`src/rtl/if_fetch_queue.sv`:
```
// if_fetch_queue: in-order {pc, instruction} prefetch buffer between fetch and decode.
// Ports: clk, rst (sync, active-high), flush, in_valid/in_pc/in_instruction/in_ready,
//        out_valid/out_pc/out_instruction/out_ready, count (occupancy 0..DEPTH).
// Optional FETCHQ_STATS_EN adds stat_flushed, stat_full_cycles, stat_pops (32-bit, saturating).
module if_fetch_queue #(
    parameter int DEPTH  = 4,
    parameter int DATA_W = 32
) (
    input  logic                       clk,
    input  logic                       rst,
    input  logic                       flush,
    input  logic                       in_valid,
    input  logic [DATA_W-1:0]          in_pc,
    input  logic [DATA_W-1:0]          in_instruction,
    output logic                       in_ready,
    output logic                       out_valid,
    output logic [DATA_W-1:0]          out_pc,
    output logic [DATA_W-1:0]          out_instruction,
    input  logic                       out_ready,
`ifdef FETCHQ_STATS_EN
    output logic [31:0]                stat_flushed,
    output logic [31:0]                stat_full_cycles,
    output logic [31:0]                stat_pops,
`endif
    output logic [$clog2(DEPTH):0]     count
);

    localparam int PW = $clog2(DEPTH);
    localparam int CW = PW + 1;

    logic [DATA_W-1:0] pc_mem  [DEPTH];
    logic [DATA_W-1:0] ins_mem [DEPTH];

    logic [PW-1:0] rd_ptr_q, rd_ptr_d;
    logic [PW-1:0] wr_ptr_q, wr_ptr_d;
    logic [CW-1:0] count_q, count_d;

    logic push;
    logic pop;

    // in_ready depends only on the occupancy register, never on out_ready.
    assign in_ready  = (count_q != CW'(DEPTH));
    assign out_valid = (count_q != '0);
    assign count     = count_q;

    assign push = in_valid & in_ready;
    assign pop  = out_valid & out_ready;

    // Empty queue presents a NOP (all zeros) rather than stale storage.
    assign out_pc          = out_valid ? pc_mem[rd_ptr_q]  : '0;
    assign out_instruction = out_valid ? ins_mem[rd_ptr_q] : '0;

    always_comb begin
        rd_ptr_d = rd_ptr_q;
        wr_ptr_d = wr_ptr_q;
        count_d  = count_q;
        if (flush) begin
            rd_ptr_d = '0;
            wr_ptr_d = '0;
            count_d  = '0;
        end else begin
            if (push) wr_ptr_d = wr_ptr_q + PW'(1);
            if (pop)  rd_ptr_d = rd_ptr_q + PW'(1);
            unique case ({push, pop})
                2'b10:   count_d = count_q + CW'(1);
                2'b01:   count_d = count_q - CW'(1);
                default: count_d = count_q;
            endcase
        end
    end

    always_ff @(posedge clk) begin
        if (rst) begin
            rd_ptr_q <= '0;
            wr_ptr_q <= '0;
            count_q  <= '0;
        end else begin
            rd_ptr_q <= rd_ptr_d;
            wr_ptr_q <= wr_ptr_d;
            count_q  <= count_d;
        end
    end

    // Storage is not reset; the occupancy count alone decides validity.
    always_ff @(posedge clk) begin
        if (!rst && !flush && push) begin
            pc_mem[wr_ptr_q]  <= in_pc;
            ins_mem[wr_ptr_q] <= in_instruction;
        end
    end

`ifdef FETCHQ_STATS_EN
    logic [31:0] flushed_q, full_q, pops_q;
    logic [32:0] flushed_sum;

    assign flushed_sum      = {1'b0, flushed_q} + 33'(count_q);
    assign stat_flushed     = flushed_q;
    assign stat_full_cycles = full_q;
    assign stat_pops        = pops_q;

    always_ff @(posedge clk) begin
        if (rst) begin
            flushed_q <= '0;
            full_q    <= '0;
            pops_q    <= '0;
        end else begin
            if (flush)
                flushed_q <= flushed_sum[32] ? '1 : flushed_sum[31:0];
            if (!in_ready && full_q != '1)
                full_q <= full_q + 32'd1;
            // A pop coinciding with flush is discarded and not counted.
            if (pop && !flush && pops_q != '1)
                pops_q <= pops_q + 32'd1;
        end
    end
`endif

endmodule

```
`config.mk`:
```
export PLATFORM = sky130hd
export DESIGN_NAME = if_fetch_queue
export DESIGN_NICKNAME = d
export VERILOG_FILES = /design/src/rtl/if_fetch_queue.sv
export SDC_FILE = /design/constraint.sdc
export NUM_CORES = 1
export LEC_CHECK = 0
export CAP_MARGIN = 15
export CORE_MARGIN = 4
export CORE_UTILIZATION = 50
export DETAILED_ROUTE_END_ITERATION = 8
export HOLD_SLACK_MARGIN = 0.1
export PLACE_DENSITY = 0.79
export SYNTH_ARGS = -nofsm -noshare
export SYNTH_HDL_FRONTEND = slang
export SYNTH_SLANG_ARGS = --single-unit
```
`constraint.sdc`:
```
create_clock -name clk -period 3.68 [get_ports clk]
set_input_delay 0.552 -clock clk [delete_from_list [all_inputs] [get_ports clk]]
set_output_delay 0.552 -clock clk [all_outputs]
set_load 0.01 [all_outputs]
```
==> key figures <==
Final layout
  – Filler Cells Inserted: between 1,000 and 1,500
  – Area taken by flip-flops and latches: between 7000 and 8000 sq um
  – Combined area of the multi-input logic cells: about 2100 sq um
  – P&R area growth vs syn: 25.07%
  – Count of inserted antenna diode cells: 0
  – Share of layout cells above drive strength 1: 0.1882
  – Most common cell after layout, fill and taps aside: sky130_fd_sc_hd__edfxtp_1
  – Commonest non-fill, non-tap cells in the layout: 256 x sky130_fd_sc_hd__edfxtp_1, 137 x sky130_fd_sc_hd__clkdlybuf4s50_1, 64 x sky130_fd_sc_hd__mux4_2, 64 x sky130_fd_sc_hd__and2_1, 27 x sky130_fd_sc_hd__clkbuf_16
  – Net count reported at finish: 684

STA
  – Slew at the pin closest to its max-slew limit: between 0.5 and 0.6 ns
  – Post-Route Setup TNS: 0 ns
  – RSZ-0062 raised after global routing: false
  – Slack of the critical path: roughly 0.50 ns
  – Min cycle time layout: roughly 3.2 ns
  – Setup Viol. Count Final: 0
  – Clock Skew: between 0.005 and 0.006 ns
  – Highest clock rate: roughly 0.31 GHz
  – Count of final max-slew check failures: 0
  – Worst max-slew margin expressed relative to the limit: 0.6378
  – Period utilisation layout: 0.8631
  – Hold Fails Final Rpt: 0

Global routing
  – Remaining global-route overflow: 0
  – Global-route wire length before repair: about 30,000 microns
  – Largest net degree at the start of global routing: 66
  – Via count of the first global-routing pass: 5,293
  – Global Route Usage Sum: 0.1724
  – Antenna violations before repair: 2

Clock network
  – Reg clk slew, reported paths: ~0.060 ns
  – Number of gates given a new drive strength after cts: 0
  – Num CTS Buffers: 27
  – Post-CTS setup buffer count: 0
  – TritonCTS clock tree: yes
  – Hold buffers post-CTS: 0
  – Buffer levels on the longest clock path: 3
  – Buffer cell driving the clock tree root: sky130_fd_sc_hd__clkbuf_16
  – Level count of the clock H-tree: 1
  – Worst-Skew Late Latency: ~0.51 ns
  – Total clock sinks: about 270

Logic synthesis
  – Top cells by area, synth: sky130_fd_sc_hd__edfxtp_1 76%, sky130_fd_sc_hd__mux4_2 14%, sky130_fd_sc_hd__and2_1 3.9%
  – Synth top area share: 0.7556
  – Flip-flop and latch count after synthesis: ~270
  – Multiplexer share of the synthesized area: 0.1427
  – Post-synth net total: between 500 and 600
  – Adder-cell area share of the yosys netlist: 0.008117
  – Total number of yosys warnings: 0
  – Combined area of all synthesized cells: 10,170 sq um
  – Share of the synthesized area in compound gates (AO/OA/AOI/OAI): 0.004305
  – Synthesized instance count: between 400 and 500
  – Area fraction in and, or, nand and nor cells after synthesis: 0.05018
  – Synth Area per Inst: between 20 and 25 sq um
  – Xor/xnor cell area share of the yosys netlist: 0.003444
  – Unique masters post-synth: 27
  – Main combinational cell family by area after synthesis: multiplexers
  – Area leader, netlist: sky130_fd_sc_hd__edfxtp_1
  – Part of the Yosys area used for sequential elements: 0.7733

Min path
  – Min-delay worst type: reg2reg

Critical path
  – WS Path Type: reg2out
  – Startpoint types: register
  – Worst EP arrival: 2.62 ns
  – Critical path endpoint category: output port
  – Peak fanout along the critical path: 64
  – Worst EP required: about 3.1 ns

Floorplanning
  – Die boundary height: 150.6 microns
  – I/O pins: about 140
  – Starting density of the core: 0.5160
  – Total die area: 22,690 sq um
  – Width of the chip: 150.6 microns
  – Core area: about 20,000 sq um
  – Row cnt: slightly above 50

Placed design
  – Final GP Congestion: around 0.72
  – Post-Place Worst Slack: around 0.9 ns
  – Number of port buffers: ~140
  – Half-perimeter wire length after placement: between 10,000 and 15,000 microns

Detailed routing
  – Per-cell via count in the routed design: 5.379
  – Router iterations before antenna repair: 4
  – ANT nets after route: 0
  – Drt drc: 0
  – Post-DR wirelength/cell: 21.37 microns
  – DRT iter0 DRCs: between 300 and 400
  – Total routed wirelength: 19,060 microns
  – Total number of vias: approximately 4,800

Pwr
  – Maximum vdd drop: about 0.37 mV
  – Total power consumption of the routed design: 6316 uW
  – Leakage dissipation: around 0.0040 uW
  – Power density relative to cell area: 496.4 nW/um^2

Run status
  – Status: completed

Run
  – Max_cap viols: 0
where the power goes:
| group | total, uW | switching, uW | internal (uW) | leakage, uW |
|---|---|---|---|---|
| Clock | 2590 | 1040 | 1550 | 0.000411 |
| Combinational | 373 | 162 | 210 | 0.00121 |
| Sequential | 3350 | 10.4 | 3340 | 0.00239 |
logic make-up (layout without fill, tap and decap cells):
logic type | count (synthesis) | in the layout
AO/OA/AOI/OAI | 6 | 6
XOR/XNOR | 4 | 4
adder cells (fa/ha/maj) | 6 | 6
buffers and inverters | 30 | 198
flip-flops | 265 | 265
multiplexers | 65 | 65
AND/OR/NAND/NOR | 83 | 83
routing by layer:
metal | GRT usage | wire [microns] | share of wire
met5 | 0 | 34 | 0.0018
met4 | 0.04034 | 325 | 0.017
met3 | 0.03672 | 1234 | 0.065
met2 | 0.2862 | 9460 | 0.50
met1 | 0.2384 | 8009 | 0.42
stage by stage:
step | util | cells | hold WS, ns | area [sq um]
3_3_place_gp | 0.6017 | 844 | 0.4763 | 11860
6_report | 0.6453 | 892 | 0.5293 | 12720
2_1_floorplan | - | 459 | 0.4688 | 10170
3_5_place_dp | 0.6017 | 844 | 0.5206 | 11860
4_1_cts | 0.6443 | 891 | 0.5289 | 12700
5_1_grt | 0.6453 | 892 | 0.5611 | 12720
worst paths after layout:
check | start | end | slack [ns] | cells after the start
max | register | out_instruction[7] | 0.50 | 4
min | wr_ptr_q[0] | wr_ptr_q[0] | 0.53 | 2
max reg2reg | count[2] | count[2] | 1.08 | 9
min reg2reg | wr_ptr_q[0] | wr_ptr_q[0] | 0.53 | 2
flip-flops by register name (all words and copies together), names as in the netlist, named ones only:
| name | count |
|---|---|
| wr_ptr_q | 2 |
| rd_ptr_q | 2 |
| ins_mem | 128 |
| pc_mem | 128 |
| count | 3 |
area by class of cell:
type / count / area share
Sequential cell: 265 / 0.6189
Multi-Input combinational cell: 164 / 0.1682
Timing Repair Buffer: 144 / 0.1188
Clock buffer: 34 / 0.05517
Tap cell: 265 / 0.02606
Clock inverter: 13 / 0.01082
Inverter: 7 / 0.002065
worst max-delay path, stage by stage, from the launching register on:
cell,delay [ns]
sky130_fd_sc_hd__dfxtp_4,0.35
sky130_fd_sc_hd__buf_12,0.42
sky130_fd_sc_hd__mux4_2,0.60
sky130_fd_sc_hd__and2_1,0.19
sky130_fd_sc_hd__clkdlybuf4s50_1,0.50
Yosys cell counts, drive strengths merged:
cell type,instances
o21ai,1
o31ai,2
mux4,64
a21oi,2
inv,7
nor2,7
and2,65
dfxtp,9
edfxtp,256
buf,14
mux2i,1
nand4,1
xor2,4
or2,1
ha,5
clkbuf,9
o311ai,1
or3,2
nand2,2
fa,1
and3,4
or3b,1
(Power assumes the default switching activity.)
